**src/rtl/mem_read_sequencer.sv**
```systemverilog
// mem_read_sequencer
//   Sequences block reads from the dual-port sample memory. On start it reads
//   a contiguous region two samples per cycle, with the even address on port A
//   and the odd address on port B. The sample pairs are streamed out over a
//   valid/ready interface that supports full backpressure.
//
//   Ports
//     clk, rst           clock; synchronous active-high reset
//     start              one-cycle pulse, sampled only in IDLE
//     base_addr          region start address (bit 0 ignored)
//     num_pairs          number of pairs to read, 0..1024
//     busy, done         transfer status / one-cycle completion pulse
//     addr_a, addr_b     registered memory addresses (even / odd)
//     q_a, q_b           memory read data, MEM_LAT cycles after the address
//     out_valid/ready    output handshake
//     out_data_a/b       sample pair (even / odd address)
//     out_last           marks the final pair of the transfer
//
//   Optional: define MEMSEQ_ABORT_EN to add the abort input and the sticky
//   aborted output.
module mem_read_sequencer #(
    parameter int ADDR_W  = 11,
    parameter int DATA_W  = 8,
    parameter int MEM_LAT = 1
) (
    input  logic              clk,
    input  logic              rst,
    input  logic              start,
    input  logic [ADDR_W-1:0] base_addr,
    input  logic [ADDR_W-1:0] num_pairs,
    output logic              busy,
    output logic              done,
    output logic [ADDR_W-1:0] addr_a,
    output logic [ADDR_W-1:0] addr_b,
    input  logic [DATA_W-1:0] q_a,
    input  logic [DATA_W-1:0] q_b,
    output logic              out_valid,
    input  logic              out_ready,
    output logic [DATA_W-1:0] out_data_a,
    output logic [DATA_W-1:0] out_data_b,
    output logic              out_last
`ifdef MEMSEQ_ABORT_EN
    ,
    input  logic              abort,
    output logic              aborted
`endif
);

    localparam int DEPTH = MEM_LAT + 1;
    localparam int PTR_W = $clog2(DEPTH);
    localparam int CNT_W = $clog2(DEPTH + 1);

    typedef enum logic [1:0] {IDLE, RUN, DRAIN, FIN} state_t;

    state_t              state, state_nx;
    logic [ADDR_W-1:0]   issue_cnt, beat_cnt;
    logic [MEM_LAT-1:0]  vld_pipe;
    logic [MEM_LAT:0]    pipe_in;
    logic [DATA_W-1:0]   fifo_a [DEPTH];
    logic [DATA_W-1:0]   fifo_b [DEPTH];
    logic [PTR_W-1:0]    wr_ptr, rd_ptr;
    logic [CNT_W-1:0]    fifo_cnt, inflight;
    logic [CNT_W:0]      occ;
    logic                accept, issue, push, pop, credit_ok, flush;

    function automatic logic [PTR_W-1:0] ptr_inc(input logic [PTR_W-1:0] p);
        return (p == PTR_W'(DEPTH - 1)) ? '0 : p + PTR_W'(1);
    endfunction

`ifdef MEMSEQ_ABORT_EN
    assign flush = abort && (state == RUN || state == DRAIN);
`else
    assign flush = 1'b0;
`endif

    assign addr_b     = addr_a | ADDR_W'(1);
    assign busy       = (state != IDLE);
    assign done       = (state == FIN);
    assign out_valid  = (fifo_cnt != '0);
    assign out_data_a = out_valid ? fifo_a[rd_ptr] : '0;
    assign out_data_b = out_valid ? fifo_b[rd_ptr] : '0;
    assign out_last   = out_valid && (beat_cnt == ADDR_W'(1));
    assign pop        = out_valid && out_ready;
    assign push       = vld_pipe[MEM_LAT-1];
    assign pipe_in    = {vld_pipe, issue};

    // Reads in flight plus FIFO entries must leave room for one more read.
    // A pair leaving this cycle frees its slot, which sustains 1 pair/clk.
    always_comb begin
        inflight = '0;
        for (int i = 0; i < MEM_LAT; i++)
            inflight = inflight + CNT_W'(vld_pipe[i]);
        occ       = (CNT_W+1)'(inflight) + (CNT_W+1)'(fifo_cnt) - (CNT_W+1)'(pop);
        credit_ok = occ < (CNT_W+1)'(DEPTH);
    end

    always_comb begin
        state_nx = state;
        accept   = 1'b0;
        issue    = 1'b0;
        case (state)
            IDLE: if (start) begin
                accept   = 1'b1;
                state_nx = (num_pairs != '0) ? RUN : FIN;
            end
            RUN: begin
                issue = (issue_cnt != '0) && credit_ok;
                if (issue && issue_cnt == ADDR_W'(1)) state_nx = DRAIN;
            end
            DRAIN: if (pop && beat_cnt == ADDR_W'(1)) state_nx = FIN;
            FIN:   state_nx = IDLE;
            default: state_nx = IDLE;
        endcase
        if (flush) begin
            issue    = 1'b0;
            state_nx = IDLE;
        end
    end

    always_ff @(posedge clk) begin
        if (rst) begin
            state     <= IDLE;
            addr_a    <= '0;
            issue_cnt <= '0;
            beat_cnt  <= '0;
            vld_pipe  <= '0;
            wr_ptr    <= '0;
            rd_ptr    <= '0;
            fifo_cnt  <= '0;
        end else begin
            state <= state_nx;
            // A zero-length start leaves the address untouched.
            if (accept && num_pairs != '0) begin
                addr_a    <= {base_addr[ADDR_W-1:1], 1'b0};
                issue_cnt <= num_pairs;
                beat_cnt  <= num_pairs;
            end else begin
                if (issue) begin
                    addr_a    <= addr_a + ADDR_W'(2);
                    issue_cnt <= issue_cnt - ADDR_W'(1);
                end
                if (pop) beat_cnt <= beat_cnt - ADDR_W'(1);
            end
            if (flush) begin
                vld_pipe <= '0;
                wr_ptr   <= '0;
                rd_ptr   <= '0;
                fifo_cnt <= '0;
            end else begin
                vld_pipe <= pipe_in[MEM_LAT-1:0];
                if (push) wr_ptr <= ptr_inc(wr_ptr);
                if (pop)  rd_ptr <= ptr_inc(rd_ptr);
                fifo_cnt <= fifo_cnt + CNT_W'(push) - CNT_W'(pop);
            end
        end
    end

    // Storage needs no reset; the head is only visible while out_valid.
    always_ff @(posedge clk) begin
        if (push) begin
            fifo_a[wr_ptr] <= q_a;
            fifo_b[wr_ptr] <= q_b;
        end
    end

`ifdef MEMSEQ_ABORT_EN
    always_ff @(posedge clk) begin
        if (rst)         aborted <= 1'b0;
        else if (accept) aborted <= 1'b0;
        else if (flush)  aborted <= 1'b1;
    end
`endif

endmodule

```
**config.mk**
```make
export PLATFORM = sky130hd
export DESIGN_NAME = mem_read_sequencer
export DESIGN_NICKNAME = d
export VERILOG_FILES = /design/src/rtl/mem_read_sequencer.sv
export SDC_FILE = /design/constraint.sdc
export NUM_CORES = 1
export LEC_CHECK = 0
export ABC_AREA = 0
export BUFFER_PORTS_ARGS = -buffer_cell sky130_fd_sc_hd__buf_2
export CORE_UTILIZATION = 45
export CTS_BUF_LIST = sky130_fd_sc_hd__clkbuf_16
export DETAILED_ROUTE_END_ITERATION = 6
export HOLD_SLACK_MARGIN = 0.15
export PLACE_DENSITY = 0.73
export SETUP_SLACK_MARGIN = 0.2
export SLEW_MARGIN = 25
export SYNTH_ARGS = -nofsm -noshare
export SYNTH_HDL_FRONTEND = slang
export SYNTH_SLANG_ARGS = --single-unit
export TNS_END_PERCENT = 50
```
**constraint.sdc**
```tcl
create_clock -name clk -period 4.1 [get_ports clk]
set_input_delay 0 -clock clk [delete_from_list [all_inputs] [get_ports clk]]
set_output_delay 0 -clock clk [all_outputs]
set_load 0.01 [all_outputs]
```
==> impl_metrics.py <==
metrics = {
    "finish": {
        "fill_cells": 618,
        "layout_commonest_cell": "buf_2",
        "areaGrowthSynthToFinish_pct": 31.8,
        "most-common-layout-cells": "buf_2, nor2_1, dfxtp_1",
        "final_nets": 509,
        "final_util": 0.613,
        "antenna_cells": 0,
        "drive_gt1_frac": 0.236,
    },
    "power_and_ir_drop": {
        "seqPwrFrac": 0.346,
        "comb_power_share": 0.372,
        "ir_drop_v": 0.000468,
        "clockPowerShare": 0.282,
        "p_total_mw": 3.16,
        "power-per-cell-area_nw_per_um2": 670,
        "p_sw_mw": 1.15,
        "internal_power_mw": 2.01,
        "swShare": 0.364,
        "p_leak_nw": 1.89,
    },
    "sta": {
        "finClkSkew_ns": 0.00755,
        "setup_ws_ns": 0.724,
        "tightest_slew_ns": 0.926,
        "fin_setup_tns_ns": 0,
        "rsz0062_at_grt": "false",
        "max_freq_mhz": 296,
        "setup_viol": 0,
        "fin_crit_ns": 3.38,
        "finalMaxSlewViolations": 0,
        "hold_violations": 0,
        "relSlewSlack": 0.382,
        "post-route-period-util": 0.824,
    },
    "run": {
        "drv_cap": 0,
    },
    "placed_design": {
        "place_congestion": 0.873,
        "pre_cts_ws_ns": 0.731,
        "io_buffers": 80,
        "place.detailed.hpwl_um": 4950,
    },
    "worst_setup_path": {
        "crit_required_ns": 4.35,
        "slowest_stage": "o21ai_1",
        "critPathLaunchType": "flip-flop",
        "critPathKind": "flip-flop to flip-flop",
        "cp_cell_sequence": "o21ai_1, inv_1, ha_1, inv_1, ha_1, fa_1, xor2_1, and2_1, nand3_1, xor2_1, a211oi_1",
        "crit_buf_inv": 2,
        "crit_arrival_ns": 3.62,
        "critPathCaptureType": "flip-flop",
        "cp_slowest_stage_delay_ns": 0.52,
        "path_max_fanout": 10,
        "crit_family": "adder cells",
    },
    "synth": {
        "synth-simple-area-share": 0.176,
        "synth_edf_count": 32,
        "synthXorXnorAreaFrac": 0.0735,
        "muxShareOfSynthArea": 0.0508,
        "syn_inst": 346,
        "ys_async_sr_fraction": 0,
        "yosys_warnings": 0,
        "ys_ff_latch": 72,
        "synthAdderAreaFrac": 0.0511,
        "yosysSeqAreaShare": 0.493,
        "syn_nets": 402,
        "synthFlopType": "dfxtp_1",
        "ys_types": 46,
        "synth_area_per_cell_um2": 10.3,
        "synth_top_family_by_area": "simple AND/OR/NAND/NOR gates",
        "synth_compound_area_frac": 0.0931,
        "synth_area_um2": 3570,
    },
    "routing": {
        "vias_per_cell": 5.17,
        "ant_nets": 0,
        "wl_per_cell_um": 14.2,
        "drt-initial-drc-count": 87,
        "drc": 0,
        "wl_um": 7980,
        "firstDrtPassIters": 4,
        "vias": 2896,
    },
    "die": {
        "fp.dieH_um": 91.1,
        "num_io_pins": 84,
        "core-area_um2": 7690,
        "die_width_um": 91.1,
        "start_util": 0.465,
        "dieArea_um2": 8300,
        "num_rows": 32,
    },
    "outcome": {
        "status": "completed",
    },
    "clock_network": {
        "htreeDepth": 3,
        "numClockSinks": 72,
        "numCtsBuffers": 9,
        "post_cts.repair.setup_buffers": 0,
        "clk_latency_ns": 0.33,
        "cts.path.max_buffers": 2,
        "cts-root-buf": "clkbuf_16",
        "clk_pin_slew_ns": 0.06,
        "cts_tree": "built",
    },
    "hold_path": {
        "hold_class": "input port to flip-flop",
    },
    "global_route": {
        "antenna_found_initial": 0,
        "grt_pass1_wl_um": 13000,
        "grt_max_degree": 35,
        "grt_usage": 0.201,
        "gr-total-overflow": 0,
        "grt_pass1_vias": 2773,
    },
}
[worst register-to-register path: cells and delay by family (launching register included)]
family	cells	cell delay, ns
DFF	1	0.36
adders and majority gates	3	0.84
buffers and inverters	2	0.14
AOI/OAI and AO/OA	2	0.74
xor gates and xnor gates	2	0.54
and+or+nand+nor	2	0.67
[worst paths after layout]
path | from | to | slack, ns | cells past startpoint
setup / recovery | fifo_cnt[1] | addr_a[8] | 0.72 | 11
hold / removal | rst | wr_ptr | 0.17 | 2
setup reg to reg | fifo_cnt[1] | addr_a[8] | 0.72 | 11
hold reg to reg | beat_cnt[5] | beat_cnt[5] | 0.51 | 2
[flip-flops by register name, indices dropped and copies added (netlist names), named ones only]
signal	flops
push	1
addr_a	10
fifo_a	16
wr_ptr	1
issue_cnt	11
rd_ptr	1
state	2
beat_cnt	11
fifo_cnt	2
fifo_b	16
[final cells by class]
cell class                      instances  area (um^2)  area share
Sequential cell                        72         1760       0.374
Multi-Input combinational cell        231         1600       0.339
Tap cell                              102          128      0.0271
Clock inverter                          7          119      0.0252
Timing Repair Buffer                  123          821       0.174
Inverter                               16         60.1      0.0128
Clock buffer                            9          225      0.0478
[cells by family (layout without fill, tap and decap cells)]
| logic type | Yosys count | after routing |
|---|---|---|
| other cells | 2 | 2 |
| flops | 72 | 72 |
| xor+xnor | 30 | 30 |
| buf+inv | 43 | 155 |
| compound gates | 49 | 49 |
| fa+ha+maj | 14 | 14 |
| mux | 18 | 18 |
| simple gates | 118 | 118 |
[routing by layer]
layer	track usage	up-vias	part of all wire
li1	-	1441	-
met1	0.242	1343	0.44
met2	0.351	96	0.49
met3	0.0394	16	0.050
met4	0.0847	0	0.018
met5	0	-	0
[power by group through the flow]
stage	logic [mW]	clock network, mW	registers [mW]
after floorplan	0.888	0	1.05
after global placement	1.10	0	1.09
after detailed placement	1.12	0	1.10
after CTS	1.16	0.905	1.09
after global routing	1.29	0.932	1.12
final	1.17	0.891	1.09
[synthesized netlist by cell type (all sizes together), types with 3 or more instances]
cell type  count  area [um^2]
nor2          42          158
dfxtp         40          801
edfxtp        32          961
mux2i         17          170
a21oi         16         80.1
inv           16         60.1
xor2          16          140
buf           15          111
nand3         14         70.1
xnor2         14          123
ha            13          163
nand2         13         67.6
clkbuf        12         45.0
nor4          12         90.1
nor3          10         50.1
a211oi         9         67.6
nand4          8         50.1
o21bai         7         52.6
nand2b         4         25.0
o21ai          4         20.0
or4            4         37.5
nor2b          3         18.8
o22ai          3         18.8
[stage by stage]
stage	cell area [um^2]	cells	hold slack, ns
after detailed placement	3980	505	0.192
after global routing	4710	560	0.200
final	4710	560	0.175
after CTS	4710	560	0.171
after global placement	3980	505	0.189
after floorplan	3570	346	0.0989
[repair_timing]
action | 4_1_cts | 5_1_grt
endpoints found under the hold margin | 64 | 0
setup endpoints to repair | 0 | 0
resized for setup | 0 | 0
hold buffers | 39 | 0
Note: power is estimated with default switching activity, not from simulation.
